## config.mk

```make
export PLATFORM = sky130hd
export DESIGN_NAME = sram_port0_req_adapter
export DESIGN_NICKNAME = d
export VERILOG_FILES = /design/src/rtl/sram_port0_req_adapter.sv
export SDC_FILE = /design/constraint.sdc
export NUM_CORES = 1
export LEC_CHECK = 0
export BUFFER_PORTS_ARGS = -buffer_cell sky130_fd_sc_hd__buf_4
export CAP_MARGIN = 0
export CORE_MARGIN = 3
export CORE_UTILIZATION = 51
export CTS_BUF_LIST = sky130_fd_sc_hd__clkbuf_16
export CTS_CLUSTER_SIZE = 40
export DETAILED_ROUTE_END_ITERATION = 10
export GPL_TIMING_DRIVEN = 1
export PLACE_DENSITY = 0.82
export SKIP_CTS_REPAIR_TIMING = 1
export SLEW_MARGIN = 10
export SYNTH_ARGS = -nofsm -noshare
export SYNTH_HDL_FRONTEND = slang
export SYNTH_SLANG_ARGS = --single-unit
export TNS_END_PERCENT = 20
```

## constraint.sdc

```tcl
create_clock -name clk0 -period 3.9 [get_ports clk0]
set_input_delay 0.585 -clock clk0 [delete_from_list [all_inputs] [get_ports clk0]]
set_output_delay 0.585 -clock clk0 [all_outputs]
set_load 0.02 [all_outputs]
```

## src/rtl/sram_port0_req_adapter.sv

```systemverilog
// Port-0 request front-end for the interleaved SRAM macro array.
// Turns a valid/ready read/masked-write stream into the active-low csb0/web0 pin
// protocol, tracks the fixed read latency, and returns read data through a
// credit-protected response FIFO so response backpressure never loses data.
module sram_port0_req_adapter #(
  parameter int DATA_WIDTH     = 32,
  parameter int NUM_ADDRESSES  = 1024,
  parameter int READ_LATENCY   = 2,
  parameter int RSP_FIFO_DEPTH = 4,
  localparam int AW = $clog2(NUM_ADDRESSES),
  localparam int MW = DATA_WIDTH / 8,
  localparam int CW = $clog2(RSP_FIFO_DEPTH + 1)
) (
  input  logic                  clk0,
  input  logic                  rst_n,
  input  logic                  req_valid,
  output logic                  req_ready,
  input  logic                  req_we,
  input  logic [AW-1:0]         req_addr,
  input  logic [DATA_WIDTH-1:0] req_wdata,
  input  logic [MW-1:0]         req_wmask,
  output logic                  rsp_valid,
  input  logic                  rsp_ready,
  output logic [DATA_WIDTH-1:0] rsp_rdata,
  output logic                  mem_csb0,
  output logic                  mem_web0,
  output logic [MW-1:0]         mem_wmask0,
  output logic [AW-1:0]         mem_address,
  output logic [DATA_WIDTH-1:0] mem_datain,
  input  logic [DATA_WIDTH-1:0] mem_dataout,
  output logic [CW-1:0]         rd_outstanding
);

  localparam int PW = (RSP_FIFO_DEPTH > 1) ? $clog2(RSP_FIFO_DEPTH) : 1;

  // latency pipe: one bit per read still travelling through the array
  logic [READ_LATENCY-1:0] r_pipe;
  logic [READ_LATENCY:0]   w_pipe_ext;
  // response FIFO state; storage is deliberately not reset
  logic [CW-1:0]           r_count;
  logic [PW-1:0]           r_wptr;
  logic [PW-1:0]           r_rptr;
  logic [DATA_WIDTH-1:0]   r_mem [RSP_FIFO_DEPTH];

  logic                    w_fire;
  logic                    w_rd_fire;
  logic                    w_push;
  logic                    w_pop;
  logic [CW:0]             w_inflight;
  logic [CW:0]             w_credits;
  logic                    w_has_credit;

  // credits come only from registered state, so rsp_ready never reaches req_ready
  always_comb begin
    w_inflight = '0;
    for (int i = 0; i < READ_LATENCY; i++)
      w_inflight = w_inflight + {{CW{1'b0}}, r_pipe[i]};
  end

  assign w_credits      = w_inflight + {1'b0, r_count};
  assign w_has_credit   = (w_credits < (CW+1)'(RSP_FIFO_DEPTH));
  assign rd_outstanding = w_credits[CW-1:0];

  // writes never consume credit; nothing is accepted while reset is held
  assign req_ready = rst_n & (req_we | w_has_credit);
  assign w_fire    = req_valid & req_ready;
  assign w_rd_fire = w_fire & ~req_we;

  // the array registers these on the same edge that accepts the request
  assign mem_csb0    = ~w_fire;
  assign mem_web0    = ~(w_fire & req_we);
  assign mem_address = req_addr;
  assign mem_datain  = req_wdata;
  assign mem_wmask0  = req_wmask;

  // the bit leaving the pipe marks the edge where mem_dataout is valid
  assign w_pipe_ext = {r_pipe, w_rd_fire};
  assign w_push     = r_pipe[READ_LATENCY-1];
  assign w_pop      = rsp_valid & rsp_ready;
  assign rsp_valid  = (r_count != '0);
  assign rsp_rdata  = r_mem[r_rptr];

  // shift acceptance of each read towards its data-return edge
  always_ff @(posedge clk0 or negedge rst_n) begin
    if (!rst_n) r_pipe <= '0;
    else        r_pipe <= w_pipe_ext[READ_LATENCY-1:0];
  end

  // FIFO pointers and occupancy; pointers wrap at the depth, not a power of two
  always_ff @(posedge clk0 or negedge rst_n) begin
    if (!rst_n) begin
      r_wptr  <= '0;
      r_rptr  <= '0;
      r_count <= '0;
    end else begin
      if (w_push)
        r_wptr <= (r_wptr == PW'(RSP_FIFO_DEPTH - 1)) ? '0 : r_wptr + 1'b1;
      if (w_pop)
        r_rptr <= (r_rptr == PW'(RSP_FIFO_DEPTH - 1)) ? '0 : r_rptr + 1'b1;
      case ({w_push, w_pop})
        2'b10:   r_count <= r_count + 1'b1;
        2'b01:   r_count <= r_count - 1'b1;
        default: r_count <= r_count;
      endcase
    end
  end

  // capture returning array data into the FIFO slot at the write pointer
  always_ff @(posedge clk0) begin
    if (w_push) r_mem[r_wptr] <= mem_dataout;
  end

  // credit accounting guarantees a free slot for every returning read
  a_no_overflow: assert property (@(posedge clk0) disable iff (!rst_n)
    !(w_push && !w_pop && (r_count == CW'(RSP_FIFO_DEPTH))));

endmodule
```

==> results_tabular.tex, run 1 <==
\begin{tabular}{lr}
\hline
Metric & Value \\
\hline
\multicolumn{2}{l}{\textbf{Status}} \\
\quad Run status & finished, final reports clean \\
\multicolumn{2}{l}{\textbf{Route}} \\
\quad Antenna Nets Post-Route & 0 \\
\quad Starting DRT DRC Count & 141 \\
\quad Total Routed Length & 9.09 mm \\
\quad Number of detailed-routing iterations run before antenna repair & 4 \\
\quad DRC violations left & 0 \\
\quad Via total after detailed routing & 2473 \\
\quad Routed wire per std cell & 19.8 µm \\
\quad Via-per-instance ratio & 5.38 \\
\multicolumn{2}{l}{\textbf{Die}} \\
\quad Effective utilization at floorplan & 53.3\% \\
\quad Row cnt & 37 \\
\quad Die footprint & 12300 µm² \\
\quad I/O Pins & 168 \\
\quad Vertical die dimension & 111 µm \\
\quad Core Box Area & 10500 µm² \\
\quad Width of the chip & 111 µm \\
\multicolumn{2}{l}{\textbf{Worst setup path}} \\
\quad List of cells traversed by the critical path & inv\_1 -> fa\_1 -> inv\_1 -> ha\_1 -> o21bai\_1 -> a31o\_2 -> and2\_1 -> buf\_4 \\
\quad Startpoint of the most critical register-to-register path & r\_count[2]\$\_DFFE\_PN0P\_ \\
\quad Critical path type & flip-flop to primary output \\
\quad Worst reg2reg path depth & 9 \\
\quad Largest stage delay, worst path & 430 ps \\
\quad Data required time of the critical path & 3310 ps \\
\quad Critical path arrival & 2230 ps \\
\quad Category of the worst setup path launch point & flip-flop \\
\quad Worst path slowest cell & dfrtp\_1 \\
\quad Kind of capture point of the worst setup path & primary output \\
\quad Dominant cell type by count on the critical path & inv\_1 \\
\quad Maximum fanout count along the critical path & 8 \\
\quad Capture instance of the worst register-to-register path & r\_count[2]\$\_DFFE\_PN0P\_ \\
\quad Register-to-register setup slack & 1930 ps \\
\multicolumn{2}{l}{\textbf{Cells and area}} \\
\quad Relative area change from synthesis to final layout & 17.0\% \\
\quad Post-layout util & 62.4\% \\
\quad Number of nets in the finished design & 403 \\
\quad Antenna diode count & 0 \\
\quad Fill cell count & 728 \\
\quad Proportion of layout cells with a drive suffix above 1 & 45.1\% \\
\multicolumn{2}{l}{\textbf{STA}} \\
\quad Actual slew at the worst max-slew pin & 881 ps \\
\quad Final count of negative-setup-slack endpoints & 0 \\
\quad Achievable clock frequency & 0.355 GHz \\
\quad Final Max Slew Viols & 0 \\
\quad Worst Hold Margin & 369 ps \\
\quad Clock Skews & 7.29 ps \\
\quad Relative slew slack & 41.3\% \\
\quad Part of the cycle the worst path needs & 72.3\% \\
\quad Hold Vio Cnt, Final & 0 \\
\quad Setup repair after global routing missed its margin & no \\
\quad Time the final worst path needs with I/O delays and setup & 2820 ps \\
\quad Setup\_tns & 0 ps \\
\multicolumn{2}{l}{\textbf{Power and ir drop}} \\
\quad P per Cell Area & 733 nW/µm² \\
\quad Worst voltage drop across the vdd grid & 394 µV \\
\quad Leakage & 2.36 nW \\
\multicolumn{2}{l}{\textbf{Synthesis}} \\
\quad Warnings from Yosys & 0 \\
\quad Post-Synthesis Net Count & 360 \\
\quad Average cell area after synthesis & 20.9 µm² \\
\quad Primary FF master, synth & edfxtp\_1 \\
\quad Netlist cell types & 28 \\
\quad Synthesized netlist cell count & 268 \\
\quad Area share of the leading cell type in the synthesized netlist & 68.6\% \\
\quad Async set or reset register ratio after synthesis & 6.57\% \\
\quad Dominant combinational cell family by area after synthesis & multiplexers \\
\quad Number of flip-flops and latches in the synthesized netlist & 137 \\
\quad Post-Synth Simple-Gate Area & 1.74\% \\
\quad Post-synthesis mux area share & 13.8\% \\
\quad Number of enable flip-flop cells after synthesis & 128 \\
\quad Mapped Area & 5600 µm² \\
\quad Post-Synth XOR/XNOR Area & 0.625\% \\
\quad Adder and majority gate portion of the synthesized area & 2.28\% \\
\quad Cell taking the most area after synthesis & edfxtp\_1 \\
\quad Most frequently used cell type in the post-synthesis netlist & edfxtp\_1 \\
\quad Area fraction in compound gates after synthesis & 0.469\% \\
\quad Area contributors post-synth & edfxtp\_1 69\%, mux4\_2 11\%, buf\_4 6.2\%, dfrtp\_1 4.0\%, mux4\_1 1.9\% \\
\quad Post-synthesis sequential area ratio & 72.6\% \\
\quad Synth top cells by count & 128 x edfxtp\_1, 46 x buf\_4, 28 x mux4\_2 \\
\multicolumn{2}{l}{\textbf{Worst hold path}} \\
\quad Hold Path Sink & r\_pipe[1]\$\_DFF\_PN0\_ \\
\quad Worst min-delay path category & flip-flop to flip-flop \\
\quad Startpoint of the most critical hold path & r\_pipe[0]\$\_DFF\_PN0\_ \\
\quad Cell depth of the worst min-delay path & 0 \\
\multicolumn{2}{l}{\textbf{Placement}} \\
\quad Routability congestion estimate & 0.743 \\
\quad Total of buffers placed on input and output ports & 75 \\
\quad Post-detailed-placement half-perimeter wirelength & 5.54 mm \\
\multicolumn{2}{l}{\textbf{CTS}} \\
\quad Maximum level of the CTS H-tree & 4 \\
\quad Maximum buffer depth of the clock tree & 2 \\
\quad Number of buffers created by CTS & 17 \\
\quad Clock latency reported for the late side of the worst-skew pair & 400 ps \\
\quad Cell at the root of the clock tree & clkbuf\_16 \\
\quad Clock sink count & 137 \\
\quad Clock-pin transition on the worst setup and hold timing paths & 60 ps \\
\quad CTS tree & yes \\
\multicolumn{2}{l}{\textbf{Global routing}} \\
\quad Largest net degree at the start of global routing & 35 \\
\quad Global-route wire length before repair & 14.8 mm \\
\quad Total gr overflow & 0 \\
\quad Global-route usage over all layers & 15.9\% \\
\quad Vias in the first global route & 2792 \\
\quad Number of antenna violations at the first check in global routing & 0 \\
\multicolumn{2}{l}{\textbf{Job}} \\
\quad Count of max-cap constraint violations & 0 \\
\hline
\end{tabular}
## flip-flops by register name, indices dropped and copies added, names as in the netlist
register and cells:
r_rptr 2, r_mem 128, r_wptr 2, r_pipe 2, r_count 3
## worst max path at each step
stage / endpoint / from / cells after the start / slack (ps)
6_report: req_ready / r_pipe[1]$_DFF_PN0_ / 8 / 1080
3_3_place_gp: req_ready / r_pipe[1]$_DFF_PN0_ / 8 / 1580
5_1_grt: req_ready / r_pipe[1]$_DFF_PN0_ / 8 / 950
3_5_place_dp: req_ready / r_pipe[1]$_DFF_PN0_ / 8 / 1490
4_1_cts: req_ready / r_pipe[1]$_DFF_PN0_ / 8 / 1060
2_1_floorplan: req_ready / r_pipe[1]$_DFF_PN0_ / 7 / 1710
## stage by stage
stage	total power, W	std cells	area [µm²]	setup WS [ps]
6_report	0.00481	460	6560	1080
5_1_grt	0.00502	460	6560	946
4_1_cts	0.00487	459	6550	1060
3_5_place_dp	0.00321	427	5920	1490
3_3_place_gp	0.00318	427	5920	1580
2_1_floorplan	0.00286	268	5600	1710
## final cells by class
| type | instances | area [µm²] | area share, % |
|---|---|---|---|
| Clock buffer | 17 | 425 | 6.49 |
| Tap cell | 136 | 170 | 2.59 |
| Inverter | 10 | 37.5 | 0.572 |
| Clock inverter | 15 | 198 | 3.01 |
| Timing Repair Buffer | 78 | 588 | 8.97 |
| Sequential cell | 137 | 4070 | 62.1 |
| Multi-Input combinational cell | 67 | 1070 | 16.3 |
## logic make-up after synthesis
family / after synthesis
AOI/OAI and AO/OA: 4
xor gates and xnor gates: 4
adders and majority gates: 9
buffers and inverters: 64
DFF: 137
muxes: 35
and+or+nand+nor: 15
## cells in the final DEF, fill, tap and decap left out
| cell | count |
|---|---|
| nand2_4 | 1 |
| clkinv_2 | 1 |
| buf_4 | 77 |
| inv_1 | 12 |
| bufinv_16 | 4 |
| xor2_1 | 3 |
| nand2_1 | 1 |
| mux4_2 | 28 |
| mux2_4 | 2 |
| nor2_1 | 2 |
| xnor2_1 | 1 |
| clkinvlp_4 | 4 |
| or3_1 | 1 |
| fa_1 | 2 |
| or3_4 | 1 |
| mux4_1 | 4 |
| clkbuf_16 | 17 |
| and2_2 | 4 |
| o21bai_1 | 1 |
| and4b_1 | 1 |
| a31o_2 | 1 |
| edfxtp_1 | 128 |
| nand2b_1 | 1 |
| o21ai_0 | 2 |
| and2_1 | 1 |
| ha_1 | 7 |
| mux2i_1 | 1 |
| dlygate4sd3_1 | 1 |
| inv_6 | 4 |
| dfrtp_1 | 7 |
| nand3_1 | 2 |
| dfrtp_2 | 2 |
## worst max-delay path, delay by kind of cell, from the launching register on
| kind | cells | cell delay, ps |
|---|---|---|
| AO/OA/AOI/OAI | 2 | 300 |
| adder cells (fa/ha/maj) | 2 | 610 |
| buffers and inverters | 3 | 340 |
| flip-flops | 1 | 430 |
| AND/OR/NAND/NOR | 1 | 150 |
## power by group
part	switching, W	total [W]	internal, W
logic	0.000651	0.00132	0.000667
registers	0.000123	0.00184	0.00171
clock network	0.000584	0.00165	0.00107
total	0.00136	0.00481	0.00345
## metal layers
layer  track usage, %  vias up  share of wire [%]
li1                 -     1093                  -
met1             19.2     1259                 40
met5                0        -                  0
met3             8.08       19                7.2
met4             5.01        0                1.7
met2             25.1      102                 51
Note: power is estimated with default switching activity, not from simulation.
==> run 2: changes to the inputs <==
clock period = 2.65 ns   (was 3.9 ns; I/O delays follow)
==> run 2 against run 1 <==
Effect of this change:
- total power up 48%
- combinational power up 48%
- first-iteration DRC count down 2.8%
- cell count up 2.2%
- wire length up 0.44%
- worst setup slack worse by 980 ps
- clock power up 47%
- utilization up 0.79 points
- critical path type unchanged
- largest cell class unchanged
- highest routed layer unchanged
==> results_tabular.tex, run 2 (same netlist as run 1, synthesis figures left out) <==
\begin{tabular}{lr}
\hline
Metric & Value \\
\hline
\multicolumn{2}{l}{\textbf{Placement}} \\
\quad Total of buffers placed on input and output ports & 75 \\
\quad Routability congestion estimate & 0.703 \\
\quad Instance area at placement & 5980 µm² \\
\quad Post-detailed-placement half-perimeter wirelength & 5.67 mm \\
\multicolumn{2}{l}{\textbf{Worst setup path}} \\
\quad Crit path launch & r\_pipe[1]\$\_DFF\_PN0\_ \\
\quad Category of the worst setup path launch point & flip-flop \\
\quad List of cells traversed by the critical path & inv\_1 -> fa\_1 -> inv\_1 -> ha\_2 -> o21bai\_1 -> a31o\_2 -> and2\_1 -> buf\_4 \\
\quad Largest stage delay, worst path & 410 ps \\
\quad Register-to-register setup slack & 710 ps \\
\quad Worst reg2reg path depth & 9 \\
\quad Startpoint of the most critical register-to-register path & r\_count[2]\$\_DFFE\_PN0P\_ \\
\quad Maximum fanout count along the critical path & 5 \\
\quad Capture instance of the worst register-to-register path & r\_count[2]\$\_DFFE\_PN0P\_ \\
\quad Critical path arrival & 2160 ps \\
\quad Logic depth of the worst setup path including buffers & 8 \\
\quad CP bufs+invs & 3 \\
\quad Critical path type & flip-flop to primary output \\
\quad Delay-heaviest family, CP & adder cells \\
\quad Dominant cell type by count on the critical path & inv\_1 \\
\quad Data required time of the critical path & 2250 ps \\
\quad Worst path slowest cell & fa\_1 \\
\quad Timing endpoint of the critical path & req\_ready \\
\quad Kind of capture point of the worst setup path & primary output \\
\multicolumn{2}{l}{\textbf{Route}} \\
\quad DRC violations left & 0 \\
\quad Number of detailed-routing iterations run before antenna repair & 4 \\
\quad Starting DRT DRC Count & 137 \\
\quad Via-per-instance ratio & 5.29 \\
\quad Total Routed Length & 9.13 mm \\
\quad Antenna Nets Post-Route & 0 \\
\quad Via total after detailed routing & 2484 \\
\quad Routed wire per std cell & 19.4 µm \\
\multicolumn{2}{l}{\textbf{STA}} \\
\quad Achievable clock frequency & 0.392 GHz \\
\quad Part of the cycle the worst path needs & 96.3\% \\
\quad Worst Hold Margin & 188 ps \\
\quad Actual slew at the worst max-slew pin & 844 ps \\
\quad Relative slew slack & 43.7\% \\
\quad Final count of negative-setup-slack endpoints & 0 \\
\quad Time the final worst path needs with I/O delays and setup & 2550 ps \\
\quad Hold Vio Cnt, Final & 0 \\
\quad Clock Skews & 7.41 ps \\
\quad Final Max Slew Viols & 0 \\
\multicolumn{2}{l}{\textbf{Power and ir drop}} \\
\quad P per Cell Area & 1070 nW/µm² \\
\quad Leakage & 2.42 nW \\
\quad Worst voltage drop across the vdd grid & 762 µV \\
\multicolumn{2}{l}{\textbf{Die}} \\
\quad Vertical die dimension & 111 µm \\
\quad I/O Pins & 168 \\
\quad Effective utilization at floorplan & 53.3\% \\
\quad Core Box Area & 10500 µm² \\
\quad Row cnt & 37 \\
\quad Die footprint & 12300 µm² \\
\quad Width of the chip & 111 µm \\
\multicolumn{2}{l}{\textbf{CTS}} \\
\quad Maximum buffer depth of the clock tree & 2 \\
\quad Clock sink count & 137 \\
\quad Number of buffers created by CTS & 17 \\
\quad Clock latency reported for the late side of the worst-skew pair & 410 ps \\
\quad Maximum level of the CTS H-tree & 4 \\
\quad Clock-pin transition on the worst setup and hold timing paths & 60 ps \\
\quad CTS tree & yes \\
\quad Cell at the root of the clock tree & clkbuf\_16 \\
\multicolumn{2}{l}{\textbf{Global routing}} \\
\quad Global-route wire length before repair & 14.8 mm \\
\quad Largest net degree at the start of global routing & 35 \\
\quad Total gr overflow & 0 \\
\quad Number of antenna violations at the first check in global routing & 0 \\
\quad Vias in the first global route & 2813 \\
\quad Global-route usage over all layers & 15.9\% \\
\multicolumn{2}{l}{\textbf{Cells and area}} \\
\quad Proportion of layout cells with a drive suffix above 1 & 47.3\% \\
\quad Post-layout util & 63.2\% \\
\quad Antenna diode count & 0 \\
\quad Most frequent cells in the layout & 128 x edfxtp\_1, 87 x buf\_4, 28 x mux4\_2 \\
\quad Registers with the most flip-flops & r\_mem: 128 flops, r\_count: 3 flops \\
\quad Relative area change from synthesis to final layout & 18.5\% \\
\quad Fill cell count & 734 \\
\quad Final Cell Area & 6640 µm² \\
\quad Largest register FFs & 128 \\
\quad Most frequent standard cell in the layout excluding fill and tap cells & edfxtp\_1 \\
\quad Number of nets in the finished design & 413 \\
\quad Register ranked first by flip-flop count & r\_mem \\
\multicolumn{2}{l}{\textbf{Job}} \\
\quad Count of max-cap constraint violations & 0 \\
\multicolumn{2}{l}{\textbf{Worst hold path}} \\
\quad Startpoint of the most critical hold path & mem\_dataout[23] \\
\quad Worst min-delay path category & input port to flip-flop \\
\quad Cell depth of the worst min-delay path & 1 \\
\multicolumn{2}{l}{\textbf{Status}} \\
\quad Run status & finished, final reports clean \\
\hline
\end{tabular}
-- run 2: routing by layer --
layer | vias up | track usage, % | share of wire [%]
li1 | 1111 | - | -
met1 | 1265 | 19.5 | 41
met2 | 96 | 25.7 | 51
met3 | 12 | 6.39 | 6.4
met4 | 0 | 5.67 | 0.71
met5 | - | 0 | 0
-- run 2: layout make-up --
cell class              instances  area [µm²]  area share, %
clock buffers                  17         425           6.41
clock inverters                15         201           3.03
inverters                      10        37.5          0.565
multi-input cells              67        1070           16.1
flip-flops and latches        137        4070           61.3
well taps                     136         170           2.56
repair buffers                 88         663           9.99
-- run 2: worst min-delay path by stage --
stage                              to  slack [ps]
5_1_grt        r_mem[2][23]$_DFFE_PP_         170
3_5_place_dp      r_pipe[0]$_DFF_PN0_         240
3_3_place_gp   r_count[0]$_DFFE_PN0P_         240
2_1_floorplan  r_count[0]$_DFFE_PN0P_         100
6_report       r_mem[2][23]$_DFFE_PP_         190
4_1_cts         r_rptr[1]$_DFFE_PN0N_        -190
-- run 2: power breakdown --
part | internal (W) | switching, W | total (W) | leakage (nW)
registers | 0.00252 | 0.000179 | 0.00270 | 1.26
logic | 0.000997 | 0.000967 | 0.00196 | 0.845
clock network | 0.00158 | 0.000853 | 0.00243 | 0.311
total | 0.00510 | 0.00200 | 0.00709 | 2.42
-- run 2: metrics by stage --
stage	setup slack (ps)	total power, W	cells	TNS, ps
global placement	510	0.00469	434	0
CTS	1.53	0.00719	466	0
finish	97.3	0.00709	470	0
detailed placement	445	0.00473	434	0
global route	-3.00	0.00741	470	-3.00
floorplan	650	0.00420	268	0
==> run 3: changes to the inputs <==
--- a/config.mk
+++ b/config.mk
@@ -16,5 +16,4 @@
 export PLACE_DENSITY = 0.82
 export SKIP_CTS_REPAIR_TIMING = 1
-export SLEW_MARGIN = 10
 export SYNTH_ARGS = -nofsm -noshare
 export SYNTH_HDL_FRONTEND = slang
==> constraint.sdc (replaced) <==
create_clock -name clk0 -period 2.65 [get_ports clk0]
set_input_delay 0.6625 -clock clk0 [delete_from_list [all_inputs] [get_ports clk0]]
set_output_delay 0.6625 -clock clk0 [all_outputs]
set_load 0.02 [all_outputs]
==> run 3 against run 2 <==
Effect of this change:
- the run now ends with negative setup slack left
- cell count unchanged
- hold slack worse by 110 ps
- utilization grew 0.20 points
- count of clock-buffer cells in the layout unchanged
- maximum frequency fell by 6.3%
- worst setup slack got worse by 170 ps
- via count rose by 2.2%
- first-iteration DRC count fell by 12%
- critical endpoint unchanged
- largest cell class unchanged
- highest routed layer unchanged
==> results_tabular.tex, run 3 (same netlist as run 1, synthesis figures left out) <==
\begin{tabular}{lr}
\hline
Metric & Value \\
\hline
\multicolumn{2}{l}{\textbf{Status}} \\
\quad Run status & complete, but fails checks \\
\quad Violations in the final reports & negative setup slack \\
\multicolumn{2}{l}{\textbf{Cells and area}} \\
\quad Relative area change from synthesis to final layout & 18.9\% \\
\quad Proportion of layout cells with a drive suffix above 1 & 48.8\% \\
\quad Fin cells & 470 \\
\quad Largest register FFs & 128 \\
\quad Register ranked first by flip-flop count & r\_mem \\
\quad Registers with the most flip-flops & r\_mem: 128 flops, r\_count: 3 flops \\
\quad Antenna diode count & 0 \\
\quad Fill cell count & 718 \\
\quad Most frequent cells in the layout & 128 x edfxtp\_1, 83 x buf\_4, 28 x mux4\_2 \\
\quad Final Cell Area & 6660 µm² \\
\quad Most frequent standard cell in the layout excluding fill and tap cells & edfxtp\_1 \\
\quad Number of nets in the finished design & 413 \\
\multicolumn{2}{l}{\textbf{STA}} \\
\quad Final count of negative-setup-slack endpoints & 2 \\
\quad Time the final worst path needs with I/O delays and setup & 2720 ps \\
\quad Clock Skews & 7.43 ps \\
\quad Part of the cycle the worst path needs & 103\% \\
\quad Hold Vio Cnt, Final & 0 \\
\quad Achievable clock frequency & 0.367 GHz \\
\quad Final Max Slew Viols & 0 \\
\quad Setup repair after global routing missed its margin & yes \\
\quad Relative slew slack & 59.3\% \\
\quad Actual slew at the worst max-slew pin & 610 ps \\
\quad Worst Hold Margin & 78.8 ps \\
\quad Slack of the critical path & -73.6 ps \\
\multicolumn{2}{l}{\textbf{Route}} \\
\quad Via-per-instance ratio & 5.40 \\
\quad Number of detailed-routing iterations run before antenna repair & 6 \\
\quad Routed wire per std cell & 19.6 µm \\
\quad DRC violations left & 0 \\
\quad Starting DRT DRC Count & 121 \\
\quad Antenna Nets Post-Route & 0 \\
\quad Via total after detailed routing & 2539 \\
\quad Total Routed Length & 9.21 mm \\
\multicolumn{2}{l}{\textbf{Die}} \\
\quad Width of the chip & 111 µm \\
\quad Vertical die dimension & 111 µm \\
\quad Die footprint & 12300 µm² \\
\quad I/O Pins & 168 \\
\quad Core Box Area & 10500 µm² \\
\quad Effective utilization at floorplan & 53.3\% \\
\quad Row cnt & 37 \\
\multicolumn{2}{l}{\textbf{Placement}} \\
\quad Post-detailed-placement half-perimeter wirelength & 5.77 mm \\
\quad Cells after DPL & 434 \\
\quad Post-placement setup slack & 129 ps \\
\quad Total of buffers placed on input and output ports & 75 \\
\quad Routability congestion estimate & 0.709 \\
\quad Instance area at placement & 6010 µm² \\
\multicolumn{2}{l}{\textbf{Global routing}} \\
\quad Total gr overflow & 0 \\
\quad Vias in the first global route & 2896 \\
\quad Global-route usage over all layers & 16.1\% \\
\quad Global-route wire length before repair & 14.9 mm \\
\quad Number of antenna violations at the first check in global routing & 0 \\
\quad Largest net degree at the start of global routing & 28 \\
\multicolumn{2}{l}{\textbf{CTS}} \\
\quad Clock latency reported for the late side of the worst-skew pair & 410 ps \\
\quad CTS tree & yes \\
\quad Clock sink count & 137 \\
\quad Maximum buffer depth of the clock tree & 2 \\
\quad Clock-pin transition on the worst setup and hold timing paths & 60 ps \\
\quad Cell at the root of the clock tree & clkbuf\_16 \\
\quad Maximum level of the CTS H-tree & 4 \\
\quad Number of buffers created by CTS & 17 \\
\multicolumn{2}{l}{\textbf{Worst setup path}} \\
\quad Category of the worst setup path launch point & flip-flop \\
\quad Register-to-register setup slack & 710 ps \\
\quad Startpoint of the most critical register-to-register path & r\_count[2]\$\_DFFE\_PN0P\_ \\
\quad Capture instance of the worst register-to-register path & r\_count[2]\$\_DFFE\_PN0P\_ \\
\quad Maximum fanout count along the critical path & 7 \\
\quad Critical path type & flip-flop to primary output \\
\quad Critical path arrival & 2060 ps \\
\quad Worst reg2reg path depth & 9 \\
\quad Data required time of the critical path & 1990 ps \\
\quad Kind of capture point of the worst setup path & primary output \\
\multicolumn{2}{l}{\textbf{Job}} \\
\quad Count of max-cap constraint violations & 0 \\
\multicolumn{2}{l}{\textbf{Power and ir drop}} \\
\quad Worst voltage drop across the vdd grid & 542 µV \\
\quad Leakage & 2.41 nW \\
\quad P per Cell Area & 1050 nW/µm² \\
\multicolumn{2}{l}{\textbf{Worst hold path}} \\
\quad Worst min-delay path category & input port to async pin \\
\hline
\end{tabular}
## run 3: cell types whose count changed in the layout (fill, tap and decap cells not counted), sizes merged
cell | previous run | this run
dlygate4sd3 | 1 | 0
clkinv | 5 | 9
inv | 15 | 11
clkinvlp | 1 | 2
buf | 87 | 88
bufinv | 4 | 3
## run 3: routing by layer
layer	up-vias	wire length [µm]	global-route usage (%)
met2	95	4700	25.5
met5	-	0	0
met4	0	194	7.55
li1	1118	-	-
met3	22	557	6.66
met1	1304	3760	19.3
## run 3: critical path, stage by stage, from the launching register on
cell      delay (ps)
dfrtp_2          430
inv_4             50
fa_2             390
inv_2             80
ha_4             130
o21bai_1          60
a31o_2           230
and2_4           150
buf_6            120
## run 3: how the worst max path moves through the flow
stage | from | to | cells past startpoint
after detailed placement | r_pipe[1]$_DFF_PN0_ | req_ready | 8
after global placement | r_pipe[1]$_DFF_PN0_ | req_ready | 8
after floorplan | r_pipe[1]$_DFF_PN0_ | req_ready | 7
after global routing | r_pipe[1]$_DFF_PN0_ | req_ready | 8
after CTS | r_pipe[1]$_DFF_PN0_ | req_ready | 8
final | r_pipe[1]$_DFF_PN0_ | req_ready | 8
## run 3: final cells by class
cell class	instances	area, µm²	share of cell area (%)
flip-flops and latches	137	4080	61.2
multi-input cells	67	1080	16.3
repair buffers	88	706	10.6
clock buffers	17	425	6.39
well taps	136	170	2.55
clock inverters	15	160	2.40
inverters	10	40.0	0.601
## run 3: where the power goes
group / internal (W) / leakage (nW) / switching [W]
clock network: 0.00146 / 0.291 / 0.000831
registers: 0.00253 / 1.26 / 0.000150
logic: 0.00104 / 0.858 / 0.00101
## run 3: metrics by stage
stage	utilization [%]	TNS (ps)	power, W
6_report	63.4	-93.2	0.00702
5_1_grt	63.4	-373	0.00734
4_1_cts	62.8	-662	0.00708
3_5_place_dp	57.2	0	0.00478
3_3_place_gp	57.2	0	0.00473
2_1_floorplan	-	0	0.00420
